`src/rtl/crypto_key_loader_if.sv`:
```
// Provisioning byte stream in, key-store write port out.
interface crypto_key_loader_if #(
  parameter int ADDR_W = 4
);
  logic [7:0]        in_data;
  logic              in_valid;
  logic              in_ready;
  logic              abort;
  logic [15:0]       key_data;
  logic [ADDR_W-1:0] key_addr;
  logic              key_write_en;

  modport master (
    output in_data, in_valid, abort,
    input  in_ready, key_data, key_addr, key_write_en
  );

  modport slave (
    input  in_data, in_valid, abort,
    output in_ready, key_data, key_addr, key_write_en
  );
endinterface

```
`src/rtl/crypto_key_loader.sv`:
```
// Assembles a byte stream into 16-bit key words, verifies an XOR checksum,
// then commits the words to the key store and zeroizes the local buffer.
//
// state  | meaning
// IDLE   | waiting for byte 0 of a transaction
// LOAD   | collecting data bytes, then the checksum byte
// CHECK  | one cycle: compare running XOR with checksum byte
// COMMIT | one key-store write per cycle, NUM_WORDS cycles
// LOCKED | sinks bytes and flags them; left only via reset
module crypto_key_loader #(
  parameter int NUM_WORDS         = 1,
  parameter int ADDR_W            = 4,
  parameter bit LOCK_AFTER_COMMIT = 1'b1
) (
  input  logic                 clk,
  input  logic                 resetn,
  crypto_key_loader_if.slave   bus,
  output logic                 busy,
  output logic                 locked,
  output logic                 err_checksum,
  output logic                 err_locked
);

  localparam int CNT_W = $clog2(2*NUM_WORDS+1);
  localparam logic [CNT_W-1:0]  CSUM_IDX  = CNT_W'(2*NUM_WORDS);
  localparam logic [ADDR_W-1:0] LAST_WORD = ADDR_W'(NUM_WORDS-1);

  typedef enum logic [2:0] {
    S_IDLE, S_LOAD, S_CHECK, S_COMMIT, S_LOCKED
  } state_t;

  state_t            state;
  logic [CNT_W-1:0]  cnt;
  logic [7:0]        xacc;
  logic [7:0]        csum;
  logic [ADDR_W-1:0] widx;
  logic [15:0]       kbuf [NUM_WORDS];

  logic              in_ready_q;
  logic              key_we_q;
  logic [ADDR_W-1:0] key_addr_q;
  logic [15:0]       key_data_q;

  logic [ADDR_W-1:0] widx_inc;
  logic [15:0]       word_next;

  assign widx_inc = widx + ADDR_W'(1);

  // Word mux written as a loop so the array index width never depends on ADDR_W.
  always_comb begin
    word_next = '0;
    for (int k = 0; k < NUM_WORDS; k++)
      if (ADDR_W'(k) == widx_inc) word_next = kbuf[k];
  end

  assign bus.in_ready     = in_ready_q;
  assign bus.key_write_en = key_we_q;
  assign bus.key_addr     = key_addr_q;
  assign bus.key_data     = key_data_q;

  always_ff @(posedge clk) begin
    if (!resetn) begin
      state        <= S_IDLE;
      cnt          <= '0;
      xacc         <= '0;
      csum         <= '0;
      widx         <= '0;
      for (int k = 0; k < NUM_WORDS; k++) kbuf[k] <= '0;
      in_ready_q   <= 1'b1;
      key_we_q     <= 1'b0;
      key_addr_q   <= '0;
      key_data_q   <= '0;
      busy         <= 1'b0;
      locked       <= 1'b0;
      err_checksum <= 1'b0;
      err_locked   <= 1'b0;
    end else begin
      case (state)
        S_IDLE, S_LOAD: begin
          if (bus.abort) begin
            for (int k = 0; k < NUM_WORDS; k++) kbuf[k] <= '0;
            cnt   <= '0;
            xacc  <= '0;
            busy  <= 1'b0;
            state <= S_IDLE;
          end else if (bus.in_valid) begin
            if (state == S_IDLE) err_checksum <= 1'b0;
            busy <= 1'b1;
            if (cnt == CSUM_IDX) begin
              csum       <= bus.in_data;
              in_ready_q <= 1'b0;
              state      <= S_CHECK;
            end else begin
              for (int k = 0; k < NUM_WORDS; k++) begin
                if (cnt == CNT_W'(2*k))   kbuf[k][15:8] <= bus.in_data;
                if (cnt == CNT_W'(2*k+1)) kbuf[k][7:0]  <= bus.in_data;
              end
              xacc  <= xacc ^ bus.in_data;
              cnt   <= cnt + CNT_W'(1);
              state <= S_LOAD;
            end
          end
        end

        S_CHECK: begin
          if (xacc == csum) begin
            widx       <= '0;
            key_we_q   <= 1'b1;
            key_addr_q <= '0;
            key_data_q <= kbuf[0];
            state      <= S_COMMIT;
          end else begin
            for (int k = 0; k < NUM_WORDS; k++) kbuf[k] <= '0;
            cnt          <= '0;
            xacc         <= '0;
            csum         <= '0;
            err_checksum <= 1'b1;
            in_ready_q   <= 1'b1;
            busy         <= 1'b0;
            state        <= S_IDLE;
          end
        end

        S_COMMIT: begin
          if (widx == LAST_WORD) begin
            for (int k = 0; k < NUM_WORDS; k++) kbuf[k] <= '0;
            cnt        <= '0;
            xacc       <= '0;
            csum       <= '0;
            widx       <= '0;
            key_we_q   <= 1'b0;
            key_addr_q <= '0;
            key_data_q <= '0;
            in_ready_q <= 1'b1;
            busy       <= 1'b0;
            locked     <= LOCK_AFTER_COMMIT;
            state      <= LOCK_AFTER_COMMIT ? S_LOCKED : S_IDLE;
          end else begin
            widx       <= widx_inc;
            key_addr_q <= widx_inc;
            key_data_q <= word_next;
          end
        end

        S_LOCKED: begin
          if (bus.in_valid) err_locked <= 1'b1;
        end

        default: begin
          state      <= S_IDLE;
          in_ready_q <= 1'b1;
          key_we_q   <= 1'b0;
          key_addr_q <= '0;
          key_data_q <= '0;
          busy       <= 1'b0;
        end
      endcase
    end
  end

endmodule

```
`src/flat_wrapper.sv`:
```
// flat-port wrapper written by rule: the top's interface ports become plain ports
module crypto_key_loader_flat 
#(
  parameter int NUM_WORDS         = 1,
  parameter int ADDR_W            = 4,
  parameter bit LOCK_AFTER_COMMIT = 1'b1
)
  (clk, resetn, busy, locked, err_checksum, err_locked, bus_in_data, bus_in_valid, bus_abort, bus_in_ready, bus_key_data, bus_key_addr, bus_key_write_en);
  crypto_key_loader_if #(.ADDR_W(ADDR_W)) bus_i ();
  input  logic clk;
  input  logic resetn;
  output logic busy;
  output logic locked;
  output logic err_checksum;
  output logic err_locked;
  input wire logic [$bits(bus_i.in_data)-1:0] bus_in_data;
  input wire logic [$bits(bus_i.in_valid)-1:0] bus_in_valid;
  input wire logic [$bits(bus_i.abort)-1:0] bus_abort;
  output wire logic [$bits(bus_i.in_ready)-1:0] bus_in_ready;
  output wire logic [$bits(bus_i.key_data)-1:0] bus_key_data;
  output wire logic [$bits(bus_i.key_addr)-1:0] bus_key_addr;
  output wire logic [$bits(bus_i.key_write_en)-1:0] bus_key_write_en;
  assign bus_i.in_data = bus_in_data;
  assign bus_i.in_valid = bus_in_valid;
  assign bus_i.abort = bus_abort;
  assign bus_in_ready = bus_i.in_ready;
  assign bus_key_data = bus_i.key_data;
  assign bus_key_addr = bus_i.key_addr;
  assign bus_key_write_en = bus_i.key_write_en;
  crypto_key_loader #(.NUM_WORDS(NUM_WORDS), .ADDR_W(ADDR_W), .LOCK_AFTER_COMMIT(LOCK_AFTER_COMMIT)) u_core (.clk(clk), .resetn(resetn), .bus(bus_i), .busy(busy), .locked(locked), .err_checksum(err_checksum), .err_locked(err_locked));
endmodule
```
`config.mk`:
```
export PLATFORM = sky130hd
export DESIGN_NAME = crypto_key_loader_flat
export DESIGN_NICKNAME = d
export VERILOG_FILES = /design/src/rtl/crypto_key_loader_if.sv /design/src/rtl/crypto_key_loader.sv /design/src/flat_wrapper.sv
export SDC_FILE = /design/constraint.sdc
export NUM_CORES = 1
export LEC_CHECK = 0
export ABC_AREA = 0
export CORE_MARGIN = 2
export CORE_UTILIZATION = 44
export CTS_CLUSTER_SIZE = 12
export DETAILED_ROUTE_END_ITERATION = 10
export PLACE_DENSITY = 0.7
export SYNTH_ARGS = -nofsm -noshare
export SYNTH_HDL_FRONTEND = slang
export SYNTH_SLANG_ARGS = --single-unit
```
`constraint.sdc`:
```
create_clock -name clk -period 1.9 [get_ports clk]
set_input_delay 0.38 -clock clk [delete_from_list [all_inputs] [get_ports clk]]
set_output_delay 0.38 -clock clk [all_outputs]
set_load 0.01 [all_outputs]
```
# ---- Word-level counts from Yosys, hierarchy flattened
# Memories as Yosys holds them, arrays and structs flattened.
# Index checks and enable logic that the tools add are counted.
dict set report op_classes {
  add_sub_neg 2
  n_eq_ne 16
  mux 84
  n_bitwise 3
  n_reduce_logical 25
}
# cell n
set op_table {}
lappend op_table {{two-way mux 16 bit} 8}
lappend op_table {{OR reduction 16 bit} 5}
lappend op_table {{two-way mux 8 bit} 8}
lappend op_table {{case mux 16 bit (3 select lines)} 1}
lappend op_table {{case mux 8 bit (3 select lines)} 2}
lappend op_table {{two-way mux 1 bit} 41}
lappend op_table {{two-way mux 2 bit} 11}
lappend op_table {{case mux 3 bit (4 select lines)} 1}
lappend op_table {{case mux 4 bit (3 select lines)} 1}
lappend op_table {{AND reduction 6 bit} 2}
lappend op_table {{AND reduction 5 bit} 2}
lappend op_table {{two-way mux 3 bit} 3}
lappend op_table {{equality test 8 bit} 1}
lappend op_table {{zero test 4 bit} 2}
lappend op_table {{two-way mux 4 bit} 2}
lappend op_table {{!= test 2 x 1 -> 1 bit, second input constant} 4}
lappend op_table {{case mux 1 bit (4 select lines)} 2}
lappend op_table {{case mux 4 bit (2 select lines)} 1}
lappend op_table {{AND reduction 2 bit} 4}
lappend op_table {{XOR 8 bit} 1}
lappend op_table {{equality test 3 x 2 -> 1 bit, second input constant} 2}
lappend op_table {{!= test 2 bit, second input constant} 3}
lappend op_table {{!= test 3 bit, second input constant} 2}
lappend op_table {{case mux 2 bit (3 select lines)} 1}
lappend op_table {{other kinds (17)} 20}
dict set report totals {
  reg_bits 51
  ramBits 16
  input_bits 12
  out_inout_bits 26
  elab_cells 144
  n_memories 1
}
# memory depth word_bits rd rd_clocked_by_memory_dff write_ports line_no
set memory_table {}
lappend memory_table {u_core.kbuf 1 16 1 0 1 crypto_key_loader.sv:37} ;# logic [15:0] kbuf [NUM_WORDS];

# ---- Depth between registers and ports, before layout
# Gate-level depths: netlist of run 1.
dict set report logic_depth {
  word_depth 13
  ltp_mapped 9
  depth_no_buf 7
}

# ---- Least setup slack after synthesis of run 1
# No wires, ideal clock.
dict set report synth_path {
  path_kind {register to register}
  startpoint {reg u_core.state[2]}
  endpoint {mem u_core.kbuf[0][10] (enable)}
  setup_time_ns 0.328
  arrival_time_ns 1.582
  required_time_ns 1.572
  slack_ns -0.011
  stages_incl_launch_ff 6
  path_buffers 1
  period_less_slack_ns 1.911
  cell_sequence {dfxtp_1 clkbuf_1 nor4b_2 nand2_1 nor3b_2 or3_1}
}
dict set report synth_between {
  elab_chain_len 11
  word_cells_on_any_way 30
  cone_classes {eq/ne: 3; mux: 20; reduce/logical: 7}
}
# item line_no
set synth_rtl {}
lappend synth_rtl {{start, declared} crypto_key_loader.sv:32} ;# state_t state;
lappend synth_rtl {{start signal, assigned} crypto_key_loader.sv:137} ;# state <= LOCK_AFTER_COMMIT ? S_LOCKED : S_IDLE;
lappend synth_rtl {{equality test 3 x 1 -> 1 bit / zero test 3 bit (equally long branches)} crypto_key_loader.sv:78} ;# case (state)
lappend synth_rtl {{OR reduction 2 bit} crypto_key_loader.sv:78}
lappend synth_rtl {{two-way mux 1 bit} crypto_key_loader.sv:78}
lappend synth_rtl {{two-way mux 1 bit} crypto_key_loader.sv:62} ;# if (!resetn) begin
lappend synth_rtl {{two-way mux 1 bit (not written as such)} crypto_key_loader.sv:81} ;# for (int k = 0; k < NUM_WORDS; k++) kbuf[k] <= '0;
lappend synth_rtl {{OR reduction 16 bit (no line)} n/a}
lappend synth_rtl {{two-way mux 1 bit (no line)} n/a}
lappend synth_rtl {{two-way mux 2 bit (no line) (3 in series)} n/a}
lappend synth_rtl {{two-way mux 2 bit (no line) *} n/a}
lappend synth_rtl {{end, declared} crypto_key_loader.sv:37}
# Every way passes the cells marked *; elsewhere a longest branch is shown, timed or not.

# ---- Final worst setup path of run 1
dict set report layout_path {
  startpoint {reg u_core.widx[0]}
  endpoint {reg u_core.csum[6]}
}
dict set report layout_between {
  elab_chain_len 3
}
# item line_no
set layout_rtl {}
lappend layout_rtl {{start, declared} crypto_key_loader.sv:36} ;# logic [ADDR_W-1:0] widx;
lappend layout_rtl {{start signal, assigned} crypto_key_loader.sv:139} ;# widx <= widx_inc;
lappend layout_rtl {{zero test 4 bit} crypto_key_loader.sv:125} ;# if (widx == LAST_WORD) begin
lappend layout_rtl {{!= test 2 x 1 -> 1 bit (no line)} n/a}
lappend layout_rtl {{AND reduction 6 bit (no line)} n/a}
lappend layout_rtl {{end signal, assigned} crypto_key_loader.sv:90} ;# csum <= bus.in_data;
lappend layout_rtl {{end, declared} crypto_key_loader.sv:35} ;# logic [7:0] csum;
# No other way between the ends.
# A chain may end at the register's enable or synchronous reset.

==> results of run 1 <==
synthesized netlist by cell type (2+ instances only):
cell and n:
buf_2 2, a31oi_1 13, clkbuf_1 6, or3_1 2, nand2_1 13, nand3_1 4
edfxtp_1 16, and3_1 2, inv_1 17, o21ai_0 26, nor4_4 2, nor2b_1 4
ha_1 6, xor2_1 8, a21oi_1 7, dfxtp_1 51, and2_1 17, o31ai_1 4
a21o_1 3, nor2_1 8, a21boi_0 8, a22o_1 23, nor3_1 9
worst max-delay path: cells and delay by family, from the launching register on:
kind / cells / cell delay (ns)
AO/OA/AOI/OAI: 2 / 0.27
adder cells (fa/ha/maj): 1 / 0.13
buffers and inverters: 2 / 0.23
flip-flops: 1 / 0.33
multiplexers: 1 / 0.25
AND/OR/NAND/NOR: 2 / 0.55
final cells by class:
| class | count | area, um2 | area share |
|---|---|---|---|
| multi-input cells | 180 | 1330 | 0.340 |
| well taps | 77 | 96.3 | 0.0246 |
| clock buffers | 9 | 124 | 0.0316 |
| repair buffers | 77 | 716 | 0.183 |
| flip-flops and latches | 67 | 1500 | 0.384 |
| clock inverters | 7 | 82.6 | 0.0211 |
| inverters | 17 | 63.8 | 0.0163 |
what timing repair did:
| action | in CTS | in global routing |
|---|---|---|
| pin swaps | 2 | 5 |
| resized for setup | 5 | 20 |
| endpoints found under the setup margin | 49 | 51 |
| setup buffers | 0 | 1 |
routing by layer:
layer | track usage | vias to the layer above | part of all wire
li1 | - | 1158 | -
met5 | 0 | - | 0
met1 | 0.248 | 1099 | 0.47
met3 | 0.0305 | 6 | 0.031
met2 | 0.282 | 39 | 0.49
met4 | 0.0952 | 0 | 0.011
final timing paths:
kind,end,slack [ns],depth (start not counted)
worst min-delay path,u_core.bus.key_data[11],0.46,1
worst min register to register,u_core.bus.key_data[11],0.46,1
worst max register to register,u_core.csum[6],0.07,8
worst max-delay path,u_core.csum[6],0.07,8
kinds of logic after synthesis:
family / synth area share
flip-flops: 0.523
adder cells (fa/ha/maj): 0.0261
multiplexers: 0.00392
AND/OR/NAND/NOR: 0.152
buffers and inverters: 0.0418
XOR/XNOR: 0.0274
AO/OA/AOI/OAI: 0.226
flip-flops by register name, indices dropped and copies added (netlist names), 2 cells and up:
name	flops
u_core.bus.key_data	16
u_core.state	3
u_core.cnt	2
u_core.widx	4
u_core.xacc	8
u_core.kbuf	16
u_core.bus.key_addr	4
u_core.csum	8
placed cells by master, fill, tap and decap left out, types with 3 or more instances in the layout:
cell | netlist | routed
nor2_1 | 8 | 8
clkdlybuf4s50_1 | 0 | 37
buf_4 | 1 | 35
a21boi_0 | 8 | 8
o21ai_0 | 26 | 24
nor2b_1 | 4 | 4
xor2_1 | 8 | 8
nand2_1 | 13 | 12
a22o_1 | 23 | 23
a31oi_1 | 13 | 12
nand3_1 | 4 | 4
edfxtp_1 | 16 | 16
inv_6 | 0 | 3
and2_1 | 17 | 16
a21o_1 | 3 | 3
a21oi_1 | 7 | 7
ha_1 | 6 | 4
buf_12 | 0 | 3
clkbuf_8 | 0 | 9
dfxtp_1 | 51 | 49
inv_1 | 17 | 15
nor3_1 | 9 | 9
where the power goes:
| part | internal (mW) | switching, mW |
|---|---|---|
| registers | 1.49 | 0.0191 |
| clock network | 0.628 | 0.600 |
| logic | 0.123 | 0.129 |
==> impl_metrics.json, run 1 <==
{
  "status": "finished, final reports clean",
  "startpoint": "u_core.widx[0]",
  "overflow": 0,
  "finalSetupViolations": 0,
  "max_slew.worst_pin.slew_ns": 0.415,
  "track_usage": 0.183,
  "skew_ns": 0.00937,
  "finalHoldWorstSlack_ns": 0.464,
  "antenna_found_initial": 0,
  "synth_top_area_frac": 0.355,
  "pre_cts_ws_ns": -0.231,
  "firstDrtPassIters": 4,
  "synth_area_per_cell_um2": 10.4,
  "slowest_stage": "or3b_4",
  "peakVddDrop_uv": 575,
  "fin_area_um2": 3920,
  "seq_area_frac_synth": 0.523,
  "min_period_ns": 1.83,
  "ant_nets": 0,
  "worst-path-max-fanout": 4,
  "fp.dieH_um": 84.8,
  "p_leak_nw": 1.55,
  "synth_cell_types": 47,
  "worstSkewPairLatency_ns": 0.34,
  "yosys_register_bits": 67,
  "synthCells": 275,
  "ys.flop_type": "dfxtp_1",
  "synth_nets": 293,
  "post_drt_wl_per_cell_um": 14.6,
  "syn_area_um2": 2870,
  "nFillCells": 479,
  "fmax_mhz": 547,
  "ctsHoldBuffers": 0,
  "nets": 370,
  "core-area_um2": 6350,
  "io_pins": 38,
  "setup_tns_ns": 0,
  "area.growth.synth_to_final_pct": 36.4,
  "synthArstFlopShare": 0,
  "final_cells": 434,
  "clock-root-buffer": "clkbuf_8",
  "cts_tree": "built",
  "hold_violations": 0,
  "layout-drive-gt1-share": 0.238,
  "relSlewSlack": 0.723,
  "worstPathCellList": "inv_2 > ha_4 > or3b_4 > a31oi_4 > nand2_1 > buf_4 > mux2_2 > o21ai_0",
  "post-route-drc-count": 0,
  "r2r_start": "u_core.widx[0]",
  "finalPower_mw": 2.99,
  "drtIter0Drc": 144,
  "cp_data_arrival_time_ns": 2.10,
  "p_per_area_nw_per_um2": 763,
  "yosys_warnings": 0,
  "die_x_um": 84.8,
  "final_core_util": 0.617,
  "synth_area_leader_cell": "dfxtp_1",
  "grt_pass1_wl_um": 10300,
  "dp_hpwl_um": 4400,
  "synth-edff-count": 16,
  "io_buffers": 37,
  "synthTopCellsByArea": "dfxtp_1, edfxtp_1, a22o_1",
  "place_area_um2": 3610,
  "rows": 29,
  "clock_path_buffers": 2,
  "path_clk_slew_ns": 0.08,
  "crit_required_ns": 2.17,
  "dp.cells": 417,
  "grt_pass1_vias": 2139,
  "finalMaxSlewViolations": 0,
  "cts_buffers": 9,
  "endpoint_kind": "flop",
  "clkSinkCount": 67,
  "wl_um": 6330,
  "cpPeakStageDelay_ns": 0.42,
  "worstSetupStartpointType": "flop",
  "period_share": 0.963,
  "h-tree-depth": 3,
  "path_class": "flop to flop",
  "hold_path_class": "flop to flop",
  "setup_slack_ns": 0.0705,
  "vias": 2302,
  "grt_max_degree": 17,
  "floorplan.initialDensity": 0.452,
  "viasPerCell": 5.30,
  "cap_violations": 0,
  "gp_congestion": 0.869,
  "antenna_cells": 0,
  "worstHoldStart": "u_core.kbuf[0][11]",
  "die_area_um2": 7190
}
Note: power is estimated with default switching activity, not from simulation.
==> run 2, diff against run 1 <==
--- a/config.mk
+++ b/config.mk
@@ -8,7 +8,7 @@
 export ABC_AREA = 0
 export CORE_MARGIN = 2
 export CORE_UTILIZATION = 44
-export CTS_CLUSTER_SIZE = 12
+export CTS_CLUSTER_SIZE = 28
 export DETAILED_ROUTE_END_ITERATION = 10
 export PLACE_DENSITY = 0.7
 export SYNTH_ARGS = -nofsm -noshare
==> results of run 2 <==
The final DEF is identical to that of run 1; final timing and power are the same.
==> run 3, diff against run 2 <==
--- a/config.mk
+++ b/config.mk
@@ -8,9 +8,9 @@
 export ABC_AREA = 0
 export CORE_MARGIN = 2
 export CORE_UTILIZATION = 44
-export CTS_CLUSTER_SIZE = 28
 export DETAILED_ROUTE_END_ITERATION = 10
 export PLACE_DENSITY = 0.7
+export SETUP_SLACK_MARGIN = 0.15
 export SYNTH_ARGS = -nofsm -noshare
 export SYNTH_HDL_FRONTEND = slang
 export SYNTH_SLANG_ARGS = --single-unit
==> impl_metrics.json, run 3 (synthesis results as in run 1) <==
{
  "status": "finished, final reports clean",
  "post_drt_wl_per_cell_um": 15.5,
  "grt_pass1_vias": 2360,
  "finalSetupViolations": 0,
  "core-area_um2": 6350,
  "finalHoldWorstSlack_ns": 0.455,
  "vias": 2359,
  "h-tree-depth": 3,
  "min_period_ns": 1.90,
  "p_per_area_nw_per_um2": 740,
  "worst-path-max-fanout": 5,
  "layout_common_cells": "dfxtp_1, buf_4, clkdlybuf4s50_1",
  "ctsHoldBuffers": 0,
  "layout-drive-gt1-share": 0.295,
  "die_x_um": 84.8,
  "crit_required_ns": 2.13,
  "grt_pass1_wl_um": 10900,
  "track_usage": 0.189,
  "cts_tree": "built",
  "final_core_util": 0.645,
  "p_leak_nw": 1.61,
  "final_cells": 440,
  "path_class": "flop to flop",
  "hold_violations": 0,
  "finalPower_mw": 3.03,
  "period_share": 0.998,
  "rr_worst_depth": 9,
  "die_area_um2": 7190,
  "r2r-end": "u_core.xacc[2]",
  "cts_buffers": 9,
  "clkSinkCount": 67,
  "r2r_start": "u_core.widx[0]",
  "layout.cells.most_common": "dfxtp_1",
  "nets": 376,
  "setup_tns_ns": 0,
  "clock_path_buffers": 2,
  "cp_data_arrival_time_ns": 2.13,
  "wl_um": 6810,
  "worstSetupStartpointType": "flop",
  "r2r_slack_ns": 0.004,
  "relSlewSlack": 0.656,
  "rows": 29,
  "io_buffers": 37,
  "cap_violations": 0,
  "whs_endpoint": "u_core.bus.key_data[2]",
  "floorplan.initialDensity": 0.452,
  "gp_congestion": 0.882,
  "finalMaxSlewViolations": 0,
  "peakVddDrop_uv": 674,
  "hold_path_class": "flop to flop",
  "firstDrtPassIters": 4,
  "dp.cells": 415,
  "rsz0062_at_grt": "yes",
  "viasPerCell": 5.36,
  "grt_max_degree": 17,
  "io_pins": 38,
  "post-route-drc-count": 0,
  "min_path_cells": 1,
  "max_slew.worst_pin.slew_ns": 0.511,
  "dp_hpwl_um": 4420,
  "overflow": 0,
  "endpoint_kind": "flop",
  "fp.dieH_um": 84.8,
  "area.growth.synth_to_final_pct": 42.6,
  "clock-root-buffer": "clkbuf_8",
  "worstHoldStart": "u_core.kbuf[0][2]",
  "skew_ns": 0.0116,
  "drtIter0Drc": 95,
  "antenna_cells": 0,
  "antenna_found_initial": 0,
  "fmax_mhz": 527,
  "worstSkewPairLatency_ns": 0.35,
  "path_clk_slew_ns": 0.09,
  "ant_nets": 0
}
run 3: changes by cell type in the layout (fill, tap and decap cells not counted), moves of 3 or more:
cell / before / now
dfxtp_2: 2 / 5
o21ai_2: 2 / 6
o21ai_0: 24 / 15
dfxtp_1: 49 / 46
buf_4: 35 / 39
o21ai_1: 1 / 5
run 3: power by group:
group	internal, mW	switching [mW]	total (mW)	leakage, nW
Clock	0.628	0.614	1.24	0.0988
Combinational	0.129	0.148	0.277	0.920
Sequential	1.49	0.0197	1.51	0.593
Total	2.25	0.782	3.03	1.61
run 3: critical path: stages, from the launching register on:
cell and delay [ns]:
dfxtp_2 0.34, inv_2 0.07, ha_4 0.13, or3b_4 0.42, a31oi_4 0.22, o31ai_2 0.10
buf_4 0.15, o21ai_4 0.15, buf_6 0.15, o21ai_2 0.05
run 3: area by class of cell:
class	instances	area, um2
sequential	67	1510
inverter	17	63.8
tap	77	96.3
timing repair buffer	82	764
fill	474	2250
clock inverter	7	82.6
multi-input combinational	181	1460
clock buffer	9	124
run 3: per-stage QoR:
stage	area, um2	setup WS (ns)
floorplan	2910	0.104
global placement	3620	-0.177
detailed placement	3620	-0.237
CTS	3950	0.0536
global route	4100	-0.0508
finish	4100	0.00369
run 3: how the worst max path moves through the flow:
stage / from / endpoint / slack (ns) / cells after the start
finish: u_core.widx[0] / u_core.xacc[2] / 0.004 / 9
floorplan: u_core.widx[0] / u_core.bus.key_data[10] / 0.10 / 9
CTS: u_core.widx[1] / u_core.xacc[6] / 0.05 / 9
global route: u_core.widx[0] / u_core.cnt[1] / -0.05 / 9
detailed placement: bus_abort / u_core.kbuf[0][11] / -0.24 / 5
global placement: bus_abort / u_core.kbuf[0][0] / -0.18 / 6
run 3: layer usage:
metal	part of all wire	up-vias	routed length, um	track usage
li1	-	1166	-	-
met1	0.44	1125	3010	0.245
met2	0.49	58	3370	0.306
met3	0.044	10	300	0.0472
met4	0.018	0	125	0.0736
met5	0	-	0	0
run 3: repair_timing:
| action | in CTS | in global routing |
|---|---|---|
| setup endpoints to repair | 53 | 69 |
| setup buffers | 4 | 3 |
| gates cloned | 0 | 2 |
| gates resized for setup | 25 | 27 |
| pin swaps | 8 | 13 |
